--- config.mk ---
export PLATFORM = sky130hd
export DESIGN_NAME = fetch_queue
export DESIGN_NICKNAME = d
export VERILOG_FILES = /design/src/rtl/fetch_queue.sv
export SDC_FILE = /design/constraint.sdc
export NUM_CORES = 1
export LEC_CHECK = 0
export BUFFER_PORTS_ARGS = -buffer_cell sky130_fd_sc_hd__buf_2
export CORE_AREA = 5 5 235 146
export DETAILED_ROUTE_END_ITERATION = 8
export DIE_AREA = 0 0 240 151
export GPL_ROUTABILITY_DRIVEN = 0
export MAX_ROUTING_LAYER = met4
export SLEW_MARGIN = 15
export SYNTH_ARGS = -nofsm -noshare
export SYNTH_HDL_FRONTEND = slang
export SYNTH_SLANG_ARGS = --single-unit
--- constraint.sdc ---
create_clock -name clk -period 4.39 [get_ports clk]
set_clock_uncertainty 0.2 [all_clocks]
set_input_delay 0.878 -clock clk [delete_from_list [all_inputs] [get_ports clk]]
set_output_delay 0.878 -clock clk [all_outputs]
set_load 0.02 [all_outputs]
--- src/rtl/fetch_queue.sv ---
// Decoupled instruction-fetch front end: issues sequential PC requests to a variable-latency
// instruction memory and buffers returned instructions with their PCs for the decode stage.
module fetch_queue #(
    parameter int unsigned     XLEN     = 32,
    parameter int unsigned     DEPTH    = 4,
    parameter logic [XLEN-1:0] RESET_PC = '0
) (
    input  logic                       clk,
    input  logic                       rst,
    input  logic                       redirect_valid,
    input  logic [XLEN-1:0]            redirect_pc,
    output logic                       imem_req_valid,
    output logic [XLEN-1:0]            imem_req_addr,
    input  logic                       imem_req_ready,
    input  logic                       imem_rsp_valid,
    input  logic [31:0]                imem_rsp_data,
    output logic                       dec_valid,
    output logic [31:0]                dec_inst,
    output logic [XLEN-1:0]            dec_pc,
    output logic [XLEN-1:0]            dec_pcinc,
    input  logic                       dec_ready,
    output logic [$clog2(DEPTH+1)-1:0] occupancy
);

    localparam int unsigned CW = $clog2(DEPTH + 1);
    localparam int unsigned PW = $clog2(DEPTH);

    logic [XLEN-1:0] pc_q, pc_d;
    logic [XLEN-1:0] rsp_pc_q, rsp_pc_d;
    logic [CW-1:0]   count_q, count_d;
    logic [CW-1:0]   inflight_q, inflight_d;
    logic [CW-1:0]   drop_q, drop_d;
    logic [PW-1:0]   rd_ptr_q, rd_ptr_d;
    logic [PW-1:0]   wr_ptr_q, wr_ptr_d;

    logic [31:0]     inst_mem [DEPTH];
    logic [XLEN-1:0] pc_mem   [DEPTH];

    logic [CW:0] credit;
    logic        accept;
    logic        rsp_fire;
    logic        push;
    logic        pop;

    always_comb begin
        credit = {1'b0, count_q} + {1'b0, inflight_q};
        // Every in-flight request owns a queue slot, so a response can never overflow.
        imem_req_valid = !rst && !redirect_valid && (credit < (CW + 1)'(DEPTH));
        accept         = imem_req_valid && imem_req_ready;
        rsp_fire       = imem_rsp_valid && (inflight_q != '0);
        push           = rsp_fire && (drop_q == '0) && !redirect_valid;
        pop            = dec_valid && dec_ready && !redirect_valid;
    end

    always_comb begin
        pc_d       = pc_q;
        rsp_pc_d   = rsp_pc_q;
        count_d    = count_q;
        inflight_d = inflight_q + CW'(accept) - CW'(rsp_fire);
        drop_d     = drop_q;
        rd_ptr_d   = rd_ptr_q;
        wr_ptr_d   = wr_ptr_q;

        if (redirect_valid) begin
            pc_d     = redirect_pc;
            rsp_pc_d = redirect_pc;
            count_d  = '0;
            rd_ptr_d = '0;
            wr_ptr_d = '0;
            // All outstanding responses are stale, including any already marked for drop.
            drop_d   = inflight_q - CW'(rsp_fire);
        end else begin
            if (accept) begin
                pc_d = pc_q + XLEN'(4);
            end
            if (rsp_fire && (drop_q != '0)) begin
                drop_d = drop_q - CW'(1);
            end
            if (push) begin
                wr_ptr_d = wr_ptr_q + PW'(1);
                rsp_pc_d = rsp_pc_q + XLEN'(4);
            end
            if (pop) begin
                rd_ptr_d = rd_ptr_q + PW'(1);
            end
            count_d = count_q + CW'(push) - CW'(pop);
        end
    end

    always_ff @(posedge clk or posedge rst) begin
        if (rst) begin
            pc_q       <= RESET_PC;
            rsp_pc_q   <= RESET_PC;
            count_q    <= '0;
            inflight_q <= '0;
            drop_q     <= '0;
            rd_ptr_q   <= '0;
            wr_ptr_q   <= '0;
        end else begin
            pc_q       <= pc_d;
            rsp_pc_q   <= rsp_pc_d;
            count_q    <= count_d;
            inflight_q <= inflight_d;
            drop_q     <= drop_d;
            rd_ptr_q   <= rd_ptr_d;
            wr_ptr_q   <= wr_ptr_d;
        end
    end

    // Storage needs no reset: count_q alone decides which entries are live.
    always_ff @(posedge clk) begin
        if (push) begin
            inst_mem[wr_ptr_q] <= imem_rsp_data;
            pc_mem[wr_ptr_q]   <= rsp_pc_q;
        end
    end

    always_comb begin
        imem_req_addr = pc_q;
        dec_valid     = (count_q != '0);
        dec_inst      = inst_mem[rd_ptr_q];
        dec_pc        = pc_mem[rd_ptr_q];
        dec_pcinc     = pc_mem[rd_ptr_q] + XLEN'(4);
        occupancy     = count_q;
    end

endmodule

# ---- Yosys cells after proc, flatten, opt, wreduce, memory -nomap -nowiden
# Memories as Yosys holds them, arrays and structs flattened.
# Cells that the tools add are included.
dict set report classes {
  n_lt_le_gt_ge 1
  mux 13
  n_addsub 12
  reduce_logical 19
}
# operator count
set ops {}
lappend ops {{32-bit 2-to-1 mux} 4}
lappend ops {{32-bit by 3-bit adder with 32-bit output (second input constant)} 3}
lappend ops {{1-bit logical AND} 9}
lappend ops {{3-bit 2-to-1 mux} 3}
lappend ops {{3-bit nonzero test} 3}
lappend ops {{3-bit by 1-bit subtractor with 3-bit output} 3}
lappend ops {{2-bit 2-to-1 mux} 4}
lappend ops {{2-bit nonzero test} 4}
lappend ops {{3-bit by 1-bit adder with 3-bit output} 2}
lappend ops {{2-bit by 1-bit adder with 2-bit output (second input constant)} 2}
lappend ops {{3-bit by 3-bit adder with 4-bit output} 1}
lappend ops {{4-bit by 3-bit less-than comparator with 1-bit output (second input constant)} 1}
lappend ops {{3-bit zero test} 1}
lappend ops {{3-bit by 1-bit subtractor with 3-bit output (second input constant)} 1}
lappend ops {{1-bit zero test} 2}
lappend ops {{1-bit 2-to-1 mux} 2}
dict set report word_totals {
  output_inout_bits 133
  wordCells 54
  mem_count 2
  input_bits 70
  regBits 77
  ram_bits 256
}
# name words word_bits read_ports rd_ports_with_merged_regs write_ports line_no
set mem_list {}
lappend mem_list {inst_mem 4 32 1 0 1 36} ;# logic [31:0] inst_mem [DEPTH];
lappend mem_list {pc_mem 4 32 1 0 1 37} ;# logic [XLEN-1:0] pc_mem [DEPTH];

# ---- Depth between registers and ports, before layout
# Gate-level depths: netlist of run 1.
dict set report depth {
  ltp_word 7
  mapped_depth 12
  mapped_depth_nobuf 12
}

# ---- Worst setup path after synthesis of run 1
# OpenSTA, ideal clock, no wires.
dict set report synth_timing {
  path_kind {input -> register}
  startpoint {input port rst}
  endpoint {register inflight_q[2]}
  setup_ns 0.124
  stages 11
  required_ns 4.066
  t_arrival_ns 4.552
  path_buffers 2
  setup_slack_ns -0.486
  cell_sequence {inv_1 and4_1 clkbuf_1 inv_1 clkbuf_1 ha_1 inv_1 ha_1 fa_1 xnor2_1 xnor2_1}
}
dict set report synth_between {
  elab_chain_cells 6
}
# element line_no
set synth_rtl {}
lappend synth_rtl {{start: declaration} 9} ;# input logic rst,
lappend synth_rtl {{1-bit zero test (no line)} --}
lappend synth_rtl {{1-bit logical AND (2 in series)} 48} ;# imem_req_valid = !rst && !redirect_valid && (credit < (CW + 1)'(DEPTH));
lappend synth_rtl {{1-bit logical AND} 49} ;# accept = imem_req_valid && imem_req_ready;
lappend synth_rtl {{3-bit by 1-bit adder with 3-bit output} 59} ;# inflight_d = inflight_q + CW'(accept) - CW'(rsp_fire);
lappend synth_rtl {{3-bit by 1-bit subtractor with 3-bit output} 59}
lappend synth_rtl {{via inflight_d[2]} 31} ;# logic [CW-1:0] inflight_q, inflight_d;
lappend synth_rtl {{end signal: assignment} 103} ;# inflight_q <= inflight_d;
lappend synth_rtl {{end: declaration} 31}
# The timed path passes the listed nets, and every way through them passes these cells.
# A chain may end at the register's enable or synchronous reset.

# ---- Worst setup path after layout of run 1
dict set report layout_timing {
  startpoint {register rd_ptr_q[0]}
  endpoint {output port dec_pcinc[24]}
}
dict set report layout_between {
  elab_chain_cells 2
}
# element line_no
set layout_rtl {}
lappend layout_rtl {{start: declaration} 33} ;# logic [PW-1:0] rd_ptr_q, rd_ptr_d;
lappend layout_rtl {{start signal: assignment} 105} ;# rd_ptr_q <= rd_ptr_d;
lappend layout_rtl {{memory 4 x 32 bit} --}
lappend layout_rtl {{32-bit by 3-bit adder with 32-bit output} 123} ;# dec_pcinc = pc_mem[rd_ptr_q] + XLEN'(4);
lappend layout_rtl {{end: declaration} 20} ;# output logic [XLEN-1:0] dec_pcinc,
# Every way passes these cells.

==> results of run 1 <==
-- stage by stage --
stage	instance area (sq um)	total power [mW]	hold slack, ps	std cells
floorplan	14100	5.55	276	885
global placement	15700	6.34	311	1492
detailed placement	15700	6.36	309	1492
CTS	16700	9.13	283	1550
global route	16700	9.51	304	1551
finish	16700	9.06	284	1551
-- worst min-delay path, cell delays in order --
cell        delay, ps
buf_2             110
clkinvlp_4         80
buf_4             340
-- registers in the layout (all words and copies together) (netlist names) --
signal	cells
inflight_q	3
inst_mem	128
imem_req_addr	32
pc_mem	128
drop_q	3
wr_ptr_q	2
occupancy	3
rd_ptr_q	2
rsp_pc_q	32
-- cells by family after synthesis --
| kind of cell | after synthesis | share of synthesized area |
|---|---|---|
| DFF | 333 | 0.680 |
| and+or+nand+nor | 228 | 0.0861 |
| buffers and inverters | 68 | 0.0217 |
| adders and majority gates | 19 | 0.0179 |
| xor gates and xnor gates | 71 | 0.0440 |
| AOI/OAI and AO/OA | 91 | 0.0398 |
| muxes | 75 | 0.111 |
-- metal layers --
metal	vias up	share of wire	global-route usage
met2	315	0.42	0.260
met5	-	0	-
met4	0	0.012	0.0380
li1	3877	-	-
met1	4369	0.49	0.306
met3	33	0.076	0.0411
-- power breakdown --
group	switching [mW]	internal (mW)
clock	1.18	1.58
sequential	0.251	3.61
combinational	1.46	0.982
total	2.89	6.17
-- area by class of cell --
class                      count  area share
inverter                      29     0.00673
clock inverter                17     0.00875
timing repair buffer         223      0.0718
multi-input combinational    484       0.252
tap                          424      0.0317
sequential                   333       0.575
clock buffer                  41      0.0536
-- how the worst min path moves through the flow --
stage | to | slack (ps) | depth (start not counted) | from
finish | imem_req_addr[5] | 280 | 3 | rst
global route | imem_req_addr[8] | 300 | 3 | rst
CTS | imem_req_addr[8] | 280 | 3 | rst
detailed placement | pc_mem[1][1] | 310 | 0 | rsp_pc_q[1]
global placement | imem_req_addr[0] | 310 | 2 | imem_req_addr[0]
floorplan | pc_mem[0][0] | 280 | 0 | rsp_pc_q[0]
-- cell usage in the layout, fill, tap and decap left out, types with 10 or more instances in the layout --
cell	n
o211ai_1	11
nand4_1	16
nand2_1	59
nor2_1	27
mux2_2	10
o311ai_0	13
edfxtp_1	256
buf_2	202
dfrtp_1	75
clkbuf_16	34
xnor2_1	57
o21ai_0	46
mux4_2	64
nor3_1	13
nor4_1	10
nand3_1	45
xor2_1	14
and3_1	17
ha_1	17
inv_1	27
buf_4	19
-- timing repair --
action                     4_1_cts  5_1_grt
buffers inserted                 0        1
resized for setup                0        0
hold buffers                     0        0
setup endpoints to repair        0        3
==> metrics, run 1 <==
status finished, final reports clean; critical-path maximum fanout 16; Filler cells approximately 2600; setup TNS 0 ps; Max stage delay on crit path 670 ps; Remaining DRCs 0; top cells by count, synth edfxtp_1 (256), dfrtp_1 (77), mux4_2 (64); synth top area cells edfxtp_1 (54%), dfrtp_1 (14%), mux4_2 (10%); CTS clock-pin slew for the worst setup and hold paths approximately 60 ps; Iter 0 DRT Violations 905; crit path time final 4090 ps; crit path max-delay cell type dfrtp_4; Worst Reg-to-Reg Cells 11; CP Cell Sequence buf_16, mux4_2, and4_1, and4_1, nand3_1, xnor2_1, buf_2; GRT Total Usage 0.194; die area between 30000 and 40000 sq um; fmax about 240 MHz; WP buf/inv 2; area share of the largest cell type after synthesis 0.544; Boundary Pins 203; initial antenna violation count 2; Worst Tran Pin Value 1080 ps; cell taking the most area after synthesis edfxtp_1; share of cells above drive strength 1 0.318; Nets 1194; synthesized area per cell 16.0 sq um; vias per cell roughly 5.5; post-route ant nets 0; Avg WL per Cell 22.1 microns; DP HPWL 23500 microns; Worst setup endpoint dec_pcinc[24]; Rows 51; Hold WC Path Type primary input to asynchronous set/reset pin; CTS tree done; Max transition margin 0.280; CP arrival a little over 3000 ps; vias in the first global route roughly 8500; Storage cell area roughly 9600 sq um; # setup viols final 0; max-slew violations 0; clock latency on the worst-skew pair approximately 520 ps; first-pass GRT wire length 51900 microns; RSZ-0062 raised after global routing no; WP depth 7; largest net degree at the start of global routing 53; Clock Sinks 333; reg-to-reg endpoint inflight_q[2]; CP most frequent cell and4_1; multi-input logic area 4220 sq um; Final period util 0.933; antenna cells 0; global route total overflow 0; CP top delay family simple AND/OR/NAND/NOR gates; Die W about 240 microns; Die H approximately 150 microns; R2R setup slack 1380 ps; kind of critical path register to output pin; Crit Reg-Reg Startpoint occupancy[1]; crit end category output pin; Syn Nets 974; Startpoint Class register; DR vias about 8600; CTS root buf clkbuf_16; Fin. Hold Viols 0; Leak ~6 nW; Synth cell types 50; htree depth 2; CTS Buf Count 34; Yosys reg bits 333; port buffer count 202; final wirelength about 34000 microns; number of synthesized flops with an enable pin 256; WP data required 3310 ps; VDD IR max 0.000244 V; Gate Count Post-Synth 885; final core utilization 0.525; Initial Util 0.444; drt pass-1 iters 5; Post-synth top flop edfxtp_1; count leader, synth edfxtp_1; Worst Setup SP rd_ptr_q[0]; Bufs on Longest Clock Path 3; Synth warnings 0; FFs w/ async S/R, synth 0.231; Synth Cell Area 14100 sq um; P per Cell Area 541 nW/um^2; dpl ws between 700 and 800 ps; Core ar. 31800 sq um; setup ws final 295 ps; area growth from synthesis to layout 18.3%; sequential area share after synthesis 0.680; Max-Cap Viols 0
Power figures use the tool's default switching activity.
==> run 2: changes to the inputs <==
CORE_AREA = 5 5 184 186   (was 5 5 235 146)
DIE_AREA = 0 0 189 191   (was 0 0 240 151)
clock period = 3.9 ns   (was 4.39 ns; I/O delays follow)
==> run 2 against run 1 <==
  * Worst setup slack worse by 160 ps
  * Global-route usage down 0.82 points
  * Non-clock buffer count up 3
  * Sequential share of layout area down 0.64 points
  * Die area down 0.39%
  * Via count down 0.59%
  * Total power up 14%
  * Core utilization up 0.14 points
  * Combinational power up 16%
  * Largest cell class unchanged
  * Wire length down 5.7%
  * Critical path depth unchanged
==> metrics, run 2 (synthesized netlist as in run 1, its figures left out) <==
cts hold-fix bufs 0; Boundary Pins 203; Post-DP Area 15700 sq um; Leak 6.09 nW; CTS root buf clkbuf_16; Remaining DRCs 0; largest net degree at the start of global routing 65; # setup viols final 0; most common cell after layout, fill and taps aside edfxtp_1; initial antenna violation count 0; crit path max-delay cell type dfrtp_4; Top Registers inst_mem: 128 flops, pc_mem: 128 flops; htree depth 2; Fin. Hold Viols 0; Hold WC Path Type primary input to asynchronous set/reset pin; first-pass GRT wire length 50900 microns; Final period util 0.966; Initial Util 0.440; share of cells above drive strength 1 0.332; port buffer count 202; Die H roughly 190 microns; Startpoint Class register; vias per cell 5.53; drt pass-1 iters 7; vias in the first global route 8674; Iter 0 DRT Violations 546; post-route ant nets 0; fmax 266 MHz; Avg WL per Cell 21.0 microns; Nets 1200; commonest cells after routing, fill and taps aside edfxtp_1 (256), buf_2 (202), dfrtp_1 (75); VDD IR max 0.000300 V; clock latency on the worst-skew pair 510 ps; area growth from synthesis to layout 19.7%; Core ar. around 32000 sq um; DR vias 8543; Filler cells between 2000 and 3000; DP HPWL 21300 microns; Worst Tran Pin Value 1070 ps; Max-Cap Viols 0; P per Cell Area 610 nW/um^2; Die W 189 microns; kind of critical path register to output pin; crit path time final 3770 ps; Hold Slack 132 ps; CTS clock-pin slew for the worst setup and hold paths around 60 ps; Max transition margin 0.281; WP buf/inv 2; crit end category output pin; Bufs on Longest Clock Path 3; critical-path maximum fanout 13; Clock Sinks 333; CP arrival 2790 ps; final wirelength between 30000 and 40000 microns; setup ws final 134 ps; status finished, final reports clean; dpl ws 289 ps; setup TNS 0 ps; WP data required 2920 ps; CTS Buf Count 37; CP top delay family simple AND/OR/NAND/NOR gates; die area around 36000 sq um; CP Cell Sequence buf_16, mux4_2, nand2_2, nor3_4, nand4_1, xnor2_1, buf_2; Rows 66; max-slew violations 0; fin area 16900 sq um; Max stage delay on crit path about 570 ps; total power draw 10.3 mW; global route total overflow 0; CTS tree done; GRT Total Usage 0.185
run 2: cell count changes in the layout (fill, tap and decap cells not counted), sizes merged:
cell | before | now
buf | 223 | 226
bufinv | 2 | 1
diode | 0 | 1
clkinvlp | 2 | 3
clkinv | 12 | 15
clkbuf | 41 | 44
inv | 30 | 31
run 2: worst paths after layout:
check | start | to | slack, ps | depth (start not counted)
min in group clk | imem_rsp_data[24] | inst_mem[0][24] | 280 | 1
max | rd_ptr_q[0] | dec_pcinc[13] | 130 | 7
max reg2reg | occupancy[1] | inflight_q[2] | 1020 | 10
min reg2reg | rsp_pc_q[0] | pc_mem[1][0] | 320 | 0
max in group asynchronous | rst | imem_req_addr[14] | 2300 | 4
min | rst | inflight_q[2] | 130 | 3
run 2: cell type report:
type                       instances  area [sq um]  share of cell area
sequential                       333          9620               0.568
multi-input combinational        484          4280               0.253
timing repair buffer             226          1290              0.0761
clock buffer                      44           962              0.0568
tap                              408           510              0.0302
clock inverter                    21           140             0.00828
inverter                          29           115             0.00680
antenna                            1          2.50            0.000148
run 2: metrics by stage:
stage           util  std cells
2_1_floorplan      -        885
3_3_place_gp   0.488       1474
3_5_place_dp   0.488       1474
4_1_cts        0.525       1543
5_1_grt        0.527       1545
6_report       0.527       1546
run 2: where the power goes:
group	leakage (nW)	total (mW)	switching (mW)	internal, mW
clock	0.542	3.18	1.34	1.83
sequential	3.24	4.31	0.239	4.07
combinational	2.31	2.84	1.70	1.15
run 2: worst register-to-register path, stage by stage (launching register included):
cell and delay, ps:
dfrtp_1 450, ha_1 230, nor4_1 330, and4_1 330
inv_4 130, ha_1 300, inv_1 40, ha_1 180
fa_2 340, xnor2_1 140, xnor2_1 120
run 2: repair_timing:
| action | CTS | global route |
|---|---|---|
| buffers inserted | 4 | 2 |
| cloned | 0 | 0 |
| endpoints found under the setup margin | 21 | 16 |
| pin swaps | 1 | 2 |
| gates resized for setup | 5 | 13 |
run 2: per-layer routing:
metal	share of wire	track usage
met3	0.059	0.0267
met4	0.021	0.0451
met1	0.46	0.271
met5	0	-
met2	0.46	0.279
